$ cat config.mk
export PLATFORM = sky130hd
export DESIGN_NAME = hex_dump_engine
export DESIGN_NICKNAME = d
export VERILOG_FILES = /design/src/rtl/display_pkg.sv /design/src/rtl/hex_line_formatter.sv /design/src/rtl/hex_dump_engine.sv
export SDC_FILE = /design/constraint.sdc
export NUM_CORES = 1
export LEC_CHECK = 0
export ABC_CLOCK_PERIOD_IN_PS = 6650
export BUFFER_PORTS_ARGS = -buffer_cell sky130_fd_sc_hd__buf_2
export CAP_MARGIN = 15
export CORE_MARGIN = 2
export CORE_UTILIZATION = 58
export DETAILED_ROUTE_END_ITERATION = 8
export GPL_TIMING_DRIVEN = 0
export PLACE_DENSITY = 0.87
export SYNTH_ARGS = -nofsm -noshare
export SYNTH_HDL_FRONTEND = slang
export SYNTH_SLANG_ARGS = --single-unit
$ cat constraint.sdc
create_clock -name clk -period 6.65 [get_ports clk]
set_input_delay 0.665 -clock clk [delete_from_list [all_inputs] [get_ports clk]]
set_output_delay 0.665 -clock clk [all_outputs]
set_load 0.1 [all_outputs]
$ cat src/rtl/display_pkg.sv
// Shared definitions for the text-mode display helpers: FSM encoding, ASCII
// constants and the nibble-to-character mapping.
package display_pkg;

  typedef enum logic [2:0] {
    ST_IDLE = 3'd0,
    ST_REQ  = 3'd1,
    ST_WAIT = 3'd2,
    ST_EMIT = 3'd3,
    ST_FIN  = 3'd4
  } state_t;

  localparam logic [7:0] ASCII_ZERO  = 8'h30;
  localparam logic [7:0] ASCII_A     = 8'h41;
  localparam logic [7:0] ASCII_COLON = 8'h3A;
  localparam logic [7:0] ASCII_SPACE = 8'h20;

  // Uppercase hex digit for one nibble.
  function automatic logic [7:0] nibble_to_ascii(input logic [3:0] n);
    if (n < 4'd10) return ASCII_ZERO + {4'd0, n};
    else return ASCII_A + {4'd0, n} - 8'd10;
  endfunction

endpackage

$ cat src/rtl/hex_line_formatter.sv
// Combinational text-line formatter: picks the character at a given column of
// the line "NN: DDDDDDDD" (prefix optional) for one captured source word.
module hex_line_formatter
  import display_pkg::*;
#(
  parameter int DATA_W    = 32,
  parameter int IDX_W     = 5,
  parameter int PREFIX_EN = 1,
  parameter int COL_W     = 4
) (
  input  logic [DATA_W-1:0] word_i,
  input  logic [IDX_W-1:0]  idx_i,
  input  logic [COL_W-1:0]  col_i,
  output logic [7:0]        ascii_o
);

  localparam int DIGITS = DATA_W / 4;
  localparam int PFX_L  = (PREFIX_EN != 0) ? 4 : 0;

  logic [7:0] idx8;
  int         col;
  int         dig;

  assign idx8 = 8'(idx_i);

  always_comb begin
    col     = int'(col_i);
    dig     = col - PFX_L;
    ascii_o = ASCII_SPACE;
    if (col < PFX_L) begin
      case (col)
        0:       ascii_o = nibble_to_ascii(idx8[7:4]);
        1:       ascii_o = nibble_to_ascii(idx8[3:0]);
        2:       ascii_o = ASCII_COLON;
        default: ascii_o = ASCII_SPACE;
      endcase
    end else if (dig < DIGITS) begin
      // Most significant nibble lands in the leftmost digit column.
      ascii_o = nibble_to_ascii(4'(word_i >> (4 * (DIGITS - 1 - dig))));
    end
  end

endmodule

$ cat src/rtl/hex_dump_engine.sv
// Reads a range of source entries and writes each one as a line of uppercase
// hex text into the VGA character buffer, one character per cycle.
module hex_dump_engine
  import display_pkg::*;
#(
  parameter int                DATA_W       = 32,
  parameter int                NUM_ENTRIES  = 32,
  parameter int                ADDR_W       = 13,
  parameter int                COLS         = 80,
  parameter int                ROWS         = 60,
  parameter int                ATTR_W       = 24,
  parameter logic [ATTR_W-1:0] ATTR         = 24'hFFFFFF,
  parameter int                READ_LATENCY = 1,
  parameter int                PREFIX_EN    = 1,
  localparam int               IDX_W        = (NUM_ENTRIES > 1) ? $clog2(NUM_ENTRIES) : 1,
  localparam int               ROW_W        = (ROWS > 1) ? $clog2(ROWS) : 1
) (
  input  logic                 clk,
  input  logic                 rst,
  input  logic                 start,
  input  logic                 abort,
  input  logic [IDX_W-1:0]     first_idx,
  input  logic [IDX_W:0]       count,
  input  logic [ROW_W-1:0]     base_row,
  output logic                 busy,
  output logic                 done,
  output logic                 src_rd_en,
  output logic [IDX_W-1:0]     src_idx,
  input  logic [DATA_W-1:0]    src_data,
  output logic                 char_we,
  output logic [ADDR_W-1:0]    char_addr,
  output logic [8+ATTR_W-1:0]  char_data,
  output logic [2:0]           dbg_state
);

  localparam int DIGITS    = DATA_W / 4;
  localparam int LINE_L    = DIGITS + ((PREFIX_EN != 0) ? 4 : 0);
  localparam int COL_W     = (LINE_L > 1) ? $clog2(LINE_L) : 1;
  localparam int COLS_LOG  = (COLS > 1) ? $clog2(COLS) : 1;
  localparam int PROD_W    = ADDR_W + COLS_LOG;

  localparam logic [IDX_W:0]   NUM_E_W  = (IDX_W + 1)'(NUM_ENTRIES);
  localparam logic [IDX_W-1:0] IDX_LAST = IDX_W'(NUM_ENTRIES - 1);
  localparam logic [IDX_W-1:0] IDX_ONE  = IDX_W'(1);
  localparam logic [IDX_W:0]   E_ONE    = (IDX_W + 1)'(1);
  localparam logic [ROW_W:0]   ROWS_W   = (ROW_W + 1)'(ROWS);
  localparam logic [ROW_W-1:0] ROW_LAST = ROW_W'(ROWS - 1);
  localparam logic [ROW_W-1:0] ROW_ONE  = ROW_W'(1);
  localparam logic [COL_W-1:0] COL_LAST = COL_W'(LINE_L - 1);
  localparam logic [COL_W-1:0] COL_ONE  = COL_W'(1);
  localparam logic [1:0]       WAIT_LAST = 2'(READ_LATENCY - 1);

  state_t              state_q, state_d;
  logic [IDX_W:0]      count_q, count_d;
  logic [IDX_W:0]      e_q, e_d;
  logic [IDX_W-1:0]    cur_idx_q, cur_idx_d;
  logic [ROW_W-1:0]    cur_row_q, cur_row_d;
  logic [COL_W-1:0]    c_q, c_d;
  logic [1:0]          w_q, w_d;
  logic [DATA_W-1:0]   word_q, word_d;

  logic [PROD_W-1:0]   addr_full;
  logic [7:0]          ascii;

  always_ff @(posedge clk or negedge rst) begin
    if (!rst) begin
      state_q   <= ST_IDLE;
      count_q   <= '0;
      e_q       <= '0;
      cur_idx_q <= '0;
      cur_row_q <= '0;
      c_q       <= '0;
      w_q       <= '0;
      word_q    <= '0;
    end else begin
      state_q   <= state_d;
      count_q   <= count_d;
      e_q       <= e_d;
      cur_idx_q <= cur_idx_d;
      cur_row_q <= cur_row_d;
      c_q       <= c_d;
      w_q       <= w_d;
      word_q    <= word_d;
    end
  end

  // Row and index are tracked already reduced modulo ROWS / NUM_ENTRIES, so the
  // per-entry advance is a compare-and-wrap instead of a divider.
  always_comb begin
    state_d   = state_q;
    count_d   = count_q;
    e_d       = e_q;
    cur_idx_d = cur_idx_q;
    cur_row_d = cur_row_q;
    c_d       = c_q;
    w_d       = w_q;
    word_d    = word_q;
    case (state_q)
      ST_IDLE: begin
        if (start) begin
          count_d   = (count > NUM_E_W) ? NUM_E_W : count;
          e_d       = '0;
          c_d       = '0;
          w_d       = '0;
          cur_idx_d = ({1'b0, first_idx} >= NUM_E_W) ?
                      IDX_W'({1'b0, first_idx} - NUM_E_W) : first_idx;
          cur_row_d = ({1'b0, base_row} >= ROWS_W) ?
                      ROW_W'({1'b0, base_row} - ROWS_W) : base_row;
          state_d   = (count == '0) ? ST_FIN : ST_REQ;
        end
      end
      ST_REQ: begin
        c_d = '0;
        w_d = '0;
        if (READ_LATENCY == 0) begin
          word_d  = src_data;
          state_d = ST_EMIT;
        end else begin
          state_d = ST_WAIT;
        end
      end
      ST_WAIT: begin
        if (w_q == WAIT_LAST) begin
          word_d  = src_data;
          state_d = ST_EMIT;
        end else begin
          w_d = w_q + 2'd1;
        end
      end
      ST_EMIT: begin
        if (c_q == COL_LAST) begin
          c_d = '0;
          if (e_q + E_ONE == count_q) begin
            state_d = ST_FIN;
          end else begin
            e_d       = e_q + E_ONE;
            cur_idx_d = (cur_idx_q == IDX_LAST) ? '0 : cur_idx_q + IDX_ONE;
            cur_row_d = (cur_row_q == ROW_LAST) ? '0 : cur_row_q + ROW_ONE;
            state_d   = ST_REQ;
          end
        end else begin
          c_d = c_q + COL_ONE;
        end
      end
      ST_FIN:  state_d = ST_IDLE;
      default: state_d = ST_IDLE;
    endcase
    if (abort && state_q != ST_IDLE) state_d = ST_IDLE;
  end

  hex_line_formatter #(
    .DATA_W   (DATA_W),
    .IDX_W    (IDX_W),
    .PREFIX_EN(PREFIX_EN),
    .COL_W    (COL_W)
  ) u_fmt (
    .word_i (word_q),
    .idx_i  (cur_idx_q),
    .col_i  (c_q),
    .ascii_o(ascii)
  );

  assign addr_full = PROD_W'(cur_row_q) * PROD_W'(COLS) + PROD_W'(c_q);

  // Outputs decode the registered state, so an async reset clears them at once.
  assign busy      = (state_q == ST_REQ) || (state_q == ST_WAIT) || (state_q == ST_EMIT);
  assign done      = (state_q == ST_FIN);
  assign src_rd_en = (state_q == ST_REQ);
  assign src_idx   = src_rd_en ? cur_idx_q : '0;
  assign char_we   = (state_q == ST_EMIT);
  assign char_addr = char_we ? addr_full[ADDR_W-1:0] : '0;
  assign char_data = char_we ? {ascii, ATTR} : '0;
  assign dbg_state = state_q;

endmodule

==> qor.log <==
qor: outcome.outcome finished, final reports clean
qor: finish.area_of_combinational_cells_with_multiple_inputs 2360 sq um
qor: global_routing.number_of_global_route_vias_before_repair 3,662
qor: clocking.postCtsResizedCells 0
qor: clocking.htree_levels 3
qor: yosys.post_synth_mux_area_share 15.1%
qor: timing.timing.slew.headroom 48.8%
qor: run.max_cap_violations 0
qor: place.globalplace.congestion 0.888
qor: routing.routed_wire_length_per_instance 15.4 um
qor: place.portBuffers 108
qor: clocking.insertion_delay 0.35 ns
qor: yosys.share_of_synthesized_registers_carrying_an_async_set_or_reset 100%
qor: die.starting_density_of_the_core 59.7%
qor: clocking.cts_made_buffers 9
qor: yosys.synth_edf_count 0
qor: die.vert_die_dim 90.4 um
qor: routing.firstDrtPassIters 5
qor: clocking.cts_tree done
qor: clocking.clock_sinks 64
qor: setup_path.worstSetupEndpointType output port
qor: finish.flow.area_growth_from_synthesis 20.0%
qor: die.die_width 90.4 um
qor: timing.final_max_slew_viol_count 0
qor: yosys.syn_inst 452
qor: finish.drive_above_1_share 35.4%
qor: yosys.synth_top_family_by_area simple AND/OR/NAND/NOR gates
qor: timing.fmax 0.272 GHz
qor: routing.viasPerCell 5.58
qor: global_routing.grt_pass1_wl 17.3 mm
qor: setup_path.timing.critical_path.arrival 3.00 ns
qor: timing.layout_worst_path_cycle_share 55.2%
qor: yosys.synth_compound_gate_area_share 12.3%
qor: clocking.ctsHoldBuffers 0
qor: finish.fillCellCount 558
qor: power.peakVddDrop 0.000250 V
qor: clocking.clock_path_buffers 2
qor: timing.finalSetupViolations 0
qor: timing.totalNegativeSetupSlack 0 ns
qor: yosys.ys_seq_area_share 37.0%
qor: finish.layout.core_utilization 71.6%
qor: setup_path.worst-endpoint-required 5.98 ns
qor: yosys.post_synth.cell_area_avg 9.57 sq um
qor: finish.fin_area 5190 sq um
qor: yosys.synth.lib_cells_used.distinct 53
qor: yosys.synthesis.yosys.warnings 0
qor: clocking.cts.repair_timing.setup_buffer_count 0
qor: global_routing.initial_antenna_violation_count 0
qor: global_routing.gr-total-overflow 0
qor: setup_path.worstPathMaxFanout 34
qor: timing.hold-worst-slack 0.352 ns
qor: timing.worst_pin_slew 0.766 ns
qor: yosys.number_of_synthesized_register_bits 64
qor: setup_path.reg2regPathDepth 7
qor: yosys.prevailing_post_synth_register_cell sky130_fd_sc_hd__dfrtp_1
qor: global_routing.gr-usage-all-layers 26.3%
qor: timing.worst_clock_skew 0.00827 ns
qor: routing.vias 3,769
qor: die.design.portCount 110
qor: power.power_density 513 nW/um^2
qor: routing.drt-initial-drc-count 195
qor: die.dieArea 8170 sq um
qor: routing.totalWireLength 10.4 mm
qor: place.detailed_place_hpwl 7.89 mm
qor: setup_path.timing.reg2reg.setup_slack 4.36 ns
qor: finish.area.sequential 1600 sq um
qor: die.placementRows 31
qor: finish.number_of_nets_in_the_finished_design 649
qor: setup_path.worstSetupPathType flop to output port
qor: finish.antennaDiodeCount 0
qor: hold_path.hold_class primary input to asynchronous set/reset pin
qor: global_routing.maximum_number_of_pins_on_one_net_before_global_route_repair 37
qor: clocking.clock_tree.root_cell sky130_fd_sc_hd__clkbuf_8
qor: setup_path.start_kind flop
qor: power.leakage 2.52 nW
qor: yosys.synthesis.area 4330 sq um
qor: yosys.synth_adder_area_share 7.11%
qor: yosys.xor_and_xnor_fraction_of_the_mapped_netlist_area 3.64%
qor: yosys.synth_nets 529
qor: routing.post_detailed_route_drc_marker_count 0
qor: timing.min_period 3.67 ns
qor: die.floorplan.core_area 7250 sq um
qor: timing.rsz0062_at_grt no
qor: routing.antenna_left 0
qor: clocking.cts.reportedPaths.clkPinSlew 0.08 ns
qor: place.placedInstanceArea 5010 sq um
qor: timing.final_hold_viol_count 0
qor: yosys.synthSimpleGateAreaFrac 16.4%
## per-stage QoR
step	power, W	std cells	setup WS, ns
finish	0.00266	676	2.98
detailed placement	0.00235	660	2.94
global placement	0.00229	659	3.07
floorplan	0.00205	452	1.37
CTS	0.00266	676	2.45
global route	0.00283	676	2.81
## sequential cells by signal, summed over array words and instances (netlist names)
| name | count |
|---|---|
| word_q | 32 |
| count_q | 6 |
| cur_row_q | 6 |
| e_q | 6 |
| cur_idx_q | 5 |
| c_q | 4 |
| dbg_state | 3 |
| w_q | 2 |
## per-layer routing
layer | up-vias | global-route usage (%) | wire length [um]
met5 | - | 0 | 0
met2 | 164 | 42.7 | 5010
met4 | 0 | 12.7 | 324
li1 | 1817 | - | -
met1 | 1759 | 33.3 | 4400
met3 | 29 | 5.84 | 704
## kinds of logic after synthesis
| logic type | count (synthesis) |
|---|---|
| mux | 60 |
| xor+xnor | 18 |
| other cells | 1 |
| flops | 64 |
| compound gates | 77 |
| buf+inv | 64 |
| fa+ha+maj | 24 |
| simple gates | 144 |
## worst paths after layout
path	start	to
max	dbg_state[2]$_DFFE_PN0P_	char_data[25]
min	rst	c_q[0]$_DFFE_PN0P_
max reg2reg	e_q[0]$_DFFE_PN0P_	cur_row_q[4]$_DFFE_PN0P_
min reg2reg	count_q[0]$_DFFE_PN0P_	count_q[0]$_DFFE_PN0P_
max in group asynchronous	rst	word_q[1]$_DFFE_PN0P_
min in group clk	count_q[0]$_DFFE_PN0P_	count_q[0]$_DFFE_PN0P_
## power breakdown
group | total (W) | internal (W) | leakage (nW) | switching, W
combinational | 0.00166 | 0.000522 | 1.64 | 0.00114
clock | 0.000308 | 0.000139 | 0.0866 | 0.000169
sequential | 0.000692 | 0.000557 | 0.792 | 0.000135
## synthesized netlist by cell type (2+ instances only)
cell type	number	area [sq um]
sky130_fd_sc_hd__a211o_1	2	17.5
sky130_fd_sc_hd__a21o_1	3	22.5
sky130_fd_sc_hd__a21oi_1	13	65.1
sky130_fd_sc_hd__a22o_1	3	26.3
sky130_fd_sc_hd__a22oi_1	10	75.1
sky130_fd_sc_hd__a31oi_1	4	25.0
sky130_fd_sc_hd__a32oi_1	2	17.5
sky130_fd_sc_hd__and2_1	10	62.6
sky130_fd_sc_hd__and3_1	4	25.0
sky130_fd_sc_hd__buf_2	4	20.0
sky130_fd_sc_hd__buf_4	27	203
sky130_fd_sc_hd__buf_6	2	22.5
sky130_fd_sc_hd__clkbuf_1	12	45.0
sky130_fd_sc_hd__dfrtp_1	64	1600
sky130_fd_sc_hd__ha_1	23	288
sky130_fd_sc_hd__inv_1	18	67.6
sky130_fd_sc_hd__mux2_2	37	417
sky130_fd_sc_hd__mux2i_1	22	220
sky130_fd_sc_hd__nand2_1	41	154
sky130_fd_sc_hd__nand2b_1	7	43.8
sky130_fd_sc_hd__nand3_1	17	85.1
sky130_fd_sc_hd__nand3_2	2	20.0
sky130_fd_sc_hd__nand3b_1	2	15.0
sky130_fd_sc_hd__nand4_1	3	18.8
sky130_fd_sc_hd__nor2_1	32	120
sky130_fd_sc_hd__nor2_4	2	22.5
sky130_fd_sc_hd__nor2b_1	5	31.3
sky130_fd_sc_hd__nor3_1	9	45.0
sky130_fd_sc_hd__nor3b_1	2	15.0
sky130_fd_sc_hd__nor4_1	3	18.8
sky130_fd_sc_hd__o2111ai_1	2	17.5
sky130_fd_sc_hd__o21ai_0	17	85.1
sky130_fd_sc_hd__o221ai_1	2	17.5
sky130_fd_sc_hd__o22ai_1	4	25.0
sky130_fd_sc_hd__o2bb2ai_1	3	26.3
sky130_fd_sc_hd__o31ai_1	2	15.0
sky130_fd_sc_hd__o32a_1	3	30.0
sky130_fd_sc_hd__or2_2	2	12.5
sky130_fd_sc_hd__or4_1	2	15.0
sky130_fd_sc_hd__xnor2_1	11	96.3
sky130_fd_sc_hd__xor2_1	7	61.3
## worst max-delay path, cell delays in order, from the launching register on
cell                        delay (ns)
sky130_fd_sc_hd__dfrtp_1          0.37
sky130_fd_sc_hd__buf_2            0.17
sky130_fd_sc_hd__inv_1            0.18
sky130_fd_sc_hd__nand3_2          0.22
sky130_fd_sc_hd__inv_1            0.26
sky130_fd_sc_hd__clkbuf_2         0.57
sky130_fd_sc_hd__o2111ai_1        0.28
sky130_fd_sc_hd__o31ai_1          0.12
sky130_fd_sc_hd__buf_2            0.47
## placed cells by master (no fill, tap or decap), types with 13 or more instances in the layout
cell type                 count
sky130_fd_sc_hd__a21oi_1     13
sky130_fd_sc_hd__buf_2      112
sky130_fd_sc_hd__buf_4       27
sky130_fd_sc_hd__dfrtp_1     64
sky130_fd_sc_hd__ha_1        23
sky130_fd_sc_hd__inv_1       18
sky130_fd_sc_hd__mux2_2      37
sky130_fd_sc_hd__mux2i_1     22
sky130_fd_sc_hd__nand2_1     41
sky130_fd_sc_hd__nand3_1     17
sky130_fd_sc_hd__nor2_1      32
sky130_fd_sc_hd__o21ai_0     17
## final cells by class
type	instances	area share [%]
Inverter	18	1.30
Timing Repair Buffer	109	10.8
Tap cell	99	2.39
Buffer	46	5.69
Sequential cell	64	30.9
Clock inverter	7	1.06
Clock buffer	9	2.39
Multi-Input combinational cell	324	45.5
(Power assumes the default switching activity.)
